### src/rtl/multicycle_control.sv
// Main control FSM of the multicycle MIPS datapath.
// Moore outputs are registered against the next state so they line up with the state register.
module multicycle_control #(
  parameter int unsigned MEM_WAIT_CYCLES = 1
) (
  input  logic       clk,
  input  logic       reset,
  input  logic [5:0] opcode,
  input  logic       zero,
  output logic       pc_en,
  output logic       pc_write,
  output logic       pc_write_cond,
  output logic       i_or_d,
  output logic       mem_write,
  output logic       ir_write,
  output logic       reg_dst,
  output logic       mem_to_reg,
  output logic       reg_write,
  output logic       alu_src_a,
  output logic [1:0] alu_src_b,
  output logic [1:0] ula_op,
  output logic [1:0] pc_source,
  output logic       illegal_op,
  output logic [4:0] state_dbg
);

  localparam int unsigned CW = $clog2(MEM_WAIT_CYCLES + 1);
  localparam logic [CW-1:0] LAST = CW'(MEM_WAIT_CYCLES - 1);

  localparam logic [5:0] OP_R    = 6'h00;
  localparam logic [5:0] OP_LW   = 6'h23;
  localparam logic [5:0] OP_SW   = 6'h2B;
  localparam logic [5:0] OP_BEQ  = 6'h04;
  localparam logic [5:0] OP_J    = 6'h02;
  localparam logic [5:0] OP_ADDI = 6'h08;

  typedef enum logic [4:0] {
    FETCH, FETCH_WAIT, DECODE, MEM_ADDR, MEM_READ, MEM_WAIT, MEM_WB, MEM_WRITE,
    R_EXEC, R_WB, ADDI_EXEC, ADDI_WB, BRANCH, JUMP, ILLEGAL
  } state_t;

  typedef struct packed {
    logic       pc_write;
    logic       pc_write_cond;
    logic       i_or_d;
    logic       mem_write;
    logic       ir_write;
    logic       reg_dst;
    logic       mem_to_reg;
    logic       reg_write;
    logic       alu_src_a;
    logic [1:0] alu_src_b;
    logic [1:0] ula_op;
    logic [1:0] pc_source;
    logic       illegal_op;
  } ctrl_t;

  state_t        state, nst;
  logic [CW-1:0] cnt, ncnt;
  ctrl_t         ctrl, ctrl_g;

  function automatic state_t next_state(state_t st, logic [CW-1:0] c, logic [5:0] op);
    next_state = st;
    case (st)
      FETCH:      next_state = FETCH_WAIT;
      FETCH_WAIT: if (c == LAST) next_state = DECODE;
      DECODE: begin
        case (op)
          OP_LW, OP_SW: next_state = MEM_ADDR;
          OP_R:         next_state = R_EXEC;
          OP_BEQ:       next_state = BRANCH;
          OP_J:         next_state = JUMP;
          OP_ADDI:      next_state = ADDI_EXEC;
          default:      next_state = ILLEGAL;
        endcase
      end
      MEM_ADDR:   next_state = (op == OP_SW) ? MEM_WRITE : MEM_READ;
      MEM_READ:   next_state = MEM_WAIT;
      MEM_WAIT:   if (c == LAST) next_state = MEM_WB;
      R_EXEC:     next_state = R_WB;
      ADDI_EXEC:  next_state = ADDI_WB;
      ILLEGAL:    next_state = ILLEGAL;
      default:    next_state = FETCH;
    endcase
  endfunction

  // Outputs of a state; 'last' marks the final wait cycle of FETCH_WAIT.
  function automatic ctrl_t decode(state_t st, logic last);
    decode = '0;
    case (st)
      FETCH: begin
        decode.pc_write  = 1'b1;
        decode.alu_src_b = 2'b01;
      end
      FETCH_WAIT: decode.ir_write = last;
      DECODE:     decode.alu_src_b = 2'b11;
      MEM_ADDR, ADDI_EXEC: begin
        decode.alu_src_a = 1'b1;
        decode.alu_src_b = 2'b10;
      end
      MEM_READ, MEM_WAIT: decode.i_or_d = 1'b1;
      MEM_WB: begin
        decode.mem_to_reg = 1'b1;
        decode.reg_write  = 1'b1;
      end
      MEM_WRITE: begin
        decode.i_or_d    = 1'b1;
        decode.mem_write = 1'b1;
      end
      R_EXEC: begin
        decode.alu_src_a = 1'b1;
        decode.ula_op    = 2'b10;
      end
      R_WB: begin
        decode.reg_dst   = 1'b1;
        decode.reg_write = 1'b1;
      end
      ADDI_WB: decode.reg_write = 1'b1;
      BRANCH: begin
        decode.alu_src_a     = 1'b1;
        decode.ula_op        = 2'b01;
        decode.pc_write_cond = 1'b1;
        decode.pc_source     = 2'b01;
      end
      JUMP: begin
        decode.pc_write  = 1'b1;
        decode.pc_source = 2'b10;
      end
      ILLEGAL: decode.illegal_op = 1'b1;
      default: decode = '0;
    endcase
  endfunction

  assign nst  = next_state(state, cnt, opcode);
  // Counter runs only while a wait state holds; any state change clears it.
  assign ncnt = ((nst == state) && ((state == FETCH_WAIT) || (state == MEM_WAIT)))
                ? cnt + CW'(1) : '0;

  always_ff @(posedge clk) begin
    if (reset) begin
      state <= FETCH;
      cnt   <= '0;
      ctrl  <= decode(FETCH, 1'b0);
    end else begin
      state <= nst;
      cnt   <= ncnt;
      ctrl  <= decode(nst, ncnt == LAST);
    end
  end

  assign ctrl_g        = reset ? '0 : ctrl;
  assign pc_write      = ctrl_g.pc_write;
  assign pc_write_cond = ctrl_g.pc_write_cond;
  assign pc_en         = ctrl_g.pc_write | (ctrl_g.pc_write_cond & zero);
  assign i_or_d        = ctrl_g.i_or_d;
  assign mem_write     = ctrl_g.mem_write;
  assign ir_write      = ctrl_g.ir_write;
  assign reg_dst       = ctrl_g.reg_dst;
  assign mem_to_reg    = ctrl_g.mem_to_reg;
  assign reg_write     = ctrl_g.reg_write;
  assign alu_src_a     = ctrl_g.alu_src_a;
  assign alu_src_b     = ctrl_g.alu_src_b;
  assign ula_op        = ctrl_g.ula_op;
  assign pc_source     = ctrl_g.pc_source;
  assign illegal_op    = ctrl_g.illegal_op;
  assign state_dbg     = reset ? 5'd0 : 5'(state);

endmodule

### config.mk
export PLATFORM = sky130hd
export DESIGN_NAME = multicycle_control
export DESIGN_NICKNAME = d
export VERILOG_FILES = /design/src/rtl/multicycle_control.sv
export SDC_FILE = /design/constraint.sdc
export NUM_CORES = 1
export LEC_CHECK = 0
export BUFFER_PORTS_ARGS = -buffer_cell sky130_fd_sc_hd__buf_2
export CORE_MARGIN = 10
export CORE_UTILIZATION = 40
export CTS_CLUSTER_SIZE = 16
export DETAILED_ROUTE_END_ITERATION = 8
export GPL_TIMING_DRIVEN = 1
export SYNTH_ARGS = -nofsm -noshare
export SYNTH_HDL_FRONTEND = slang
export SYNTH_SLANG_ARGS = --single-unit
### constraint.sdc
create_clock -name clk -period 3.76 [get_ports clk]
set_clock_uncertainty 0.05 [all_clocks]
set_input_delay 0.376 -clock clk [delete_from_list [all_inputs] [get_ports clk]]
set_output_delay 0.376 -clock clk [all_outputs]
set_load 0.01 [all_outputs]
==> results.toml <==
[layout]
nets = 154
drive_gt1_share_pct = 31.94
fill_cells = 262
area_growth_syn_to_layout_pct = 15.83
final_core_util_pct = 49.66
fin_area_um2 = 1264
final_cells = 174
antenna_cells = 0

[pwr]
cellLeakagePower_nw = 0.5304
p_per_area_nw_per_um2 = 305.5
net-switching-power_mw = 0.09884
sw_frac_of_total_pct = 25.60
p_int_mw = 0.2873
comb_power_share_pct = 12.3
ir_drop_v = 0.0001970
clock_power_share_pct = 27.5
p_total_mw = 0.3861
p_seq_share_pct = 60.2

[cts]
postCtsHoldBufs = 0
cts_tree = "done"
clk_pin_slew_ns = 0.11
cts_inserted_buffers = 3
clockBufferDepth = 2
cts_resized = 0
clock_sinks = 21
clock_latency_ns = 0.30
root_buffer = "clkbuf_4"
cts_setup_buffers = 0
htreeDepth = 1

[synthesis]
yosysUniqueCellTypes = 40
synth_commonest_cells = "21 x dfxtp_1, 20 x nor2b_1, 13 x nor2_1"
ys.flop_type = "dfxtp_1"
synth-seq-area-share_pct = 38.53
netlist_instances = 117
synthTopCellsByArea = "dfxtp_1 39%, nor2b_1 11%, a2111oi_4 5.0%"
synth_warnings = 0
ys_seq_elements = 21
netlist.area_leader.share_pct = 38.53
synth.avg_cell_area_um2 = 9.325
synthesis.area_um2 = 1091
synth_most_common_cell = "dfxtp_1"
synth-edff-count = 0
synth_top_cell_by_area = "dfxtp_1"
synth_async_sr_flop_share_pct = 0

[sta]
setup_viol = 0
period_share_pct = 58.74
layout_setup_ws_ns = 1.551
hold_viol = 0
slew_headroom_pct = 62.47
rsz0062_at_grt = "false"
maxSlewViolCount = 0
period_needed_ns = 2.209
fmax_mhz = 452.8
tightest_slew_ns = 0.5586
fin_setup_tns_ns = 0
whs_ns = 0.5009

[grt]
grt_pass1_vias = 881
grt_pass1_wl_um = 4050
antenna_found_initial = 0
grt_max_degree = 33
grtUsageTotal_pct = 9.076
overflow = 0

[route]
vias = 897
ant_nets = 0
detail_route.wl_per_cell_um = 13.86
first_pass_iters = 4
dr.first_iter.drc_count = 19
avgViaCountPerCell = 5.155
wirelength_um = 2412
drc = 0

[setup_path]
crit_fanout = 10
cp.required_ns = 3.92
cpMaxStageDelayCell = "dfxtp_1"
arrival_ns = 2.37
cpPeakStageDelay_ns = 0.58
path_class = "reg -> reg"
worstSetupEndpointType = "flop"
cp_cell_sequence = "or4b_1 > a21oi_1 > nor3_1 > or3_4 > o31ai_2"
start_kind = "flop"

[floorplanning]
die_x_um = 72.23
start_util_pct = 42.87
num_rows = 18
fp.coreArea_um2 = 2545
die_h_um = 72.23
fp.dieArea_um2 = 5216
ios = 31

[min_path]
min-delay-path-class = "in -> reg"

[placed_design]
portBuffers = 30
place.gp.congestion = 0.7545
place_inst = 170
dp_slack_ns = 1.610
hpwl_um = 1853
postPlaceCellArea_um2 = 1237

[job]
drv_cap = 0

[status]
status = "finished, final reports clean"
-- kinds of logic after synthesis --
group | synth area share, %
buffers and inverters | 4.472
and+or+nand+nor | 38.08
other | 0.3437
DFF | 38.53
AOI/OAI and AO/OA | 18.58
-- registers in the layout (all words and copies together) (netlist names) --
name   count
ctrl      15
state      5
cnt        1
-- per-layer routing --
metal  wire, um  track usage [%]  share of wire [%]  up-vias
met2       1070            14.97                 44       23
met1       1111            10.67                 46      405
met3        205            3.810                8.5        4
li1           -                -                  -      465
met4         24            1.935                1.0        0
met5          0                0                  0        -
-- area by class of cell --
class                   count  area, um2  share of cell area [%]
clock buffers               4      26.28                   2.079
inverters                   1      3.754                  0.2970
multi-input cells          88      625.6                   49.51
flip-flops and latches     21      420.4                   33.27
well taps                  30      37.54                   2.970
repair buffers             30      150.1                   11.88
-- power by group through the flow --
stage	logic, mW	clock network, mW	registers, mW
2_1_floorplan	0.0354	0	0.234
3_3_place_gp	0.0476	0	0.237
3_5_place_dp	0.0477	0	0.237
4_1_cts	0.0481	0.109	0.232
5_1_grt	0.0530	0.118	0.233
6_report	0.0475	0.106	0.232
-- worst paths after layout --
path / endpoint / cells after the start / slack, ns / from
worst max-delay path: ctrl[8]$_SDFF_PP0_ / 5 / 1.55 / state[0]$_SDFF_PP0_
worst min-delay path: state[3]$_SDFF_PP0_ / 2 / 0.50 / reset
worst max register to register: ctrl[8]$_SDFF_PP0_ / 5 / 1.55 / state[0]$_SDFF_PP0_
worst min register to register: ctrl[8]$_SDFF_PP0_ / 2 / 0.64 / state[3]$_SDFF_PP0_
-- cells in the final DEF, fill, tap and decap left out, drive strengths merged, types with 2 or more instances in the layout --
cell	instances
a2111oi	2
a211oi	3
a21oi	3
buf	30
clkbuf	4
conb	2
dfxtp	21
nand2	3
nand3	3
nand3b	4
nor2	13
nor2b	20
nor3	8
nor4	3
o21a	2
o21ai	3
or3	3
-- critical path, delay by kind of cell (launching register included) --
family,cells,cell delay (ns)
AND/OR/NAND/NOR,3,1.05
flip-flops,1,0.58
AO/OA/AOI/OAI,2,0.44
(Power assumes the default switching activity.)
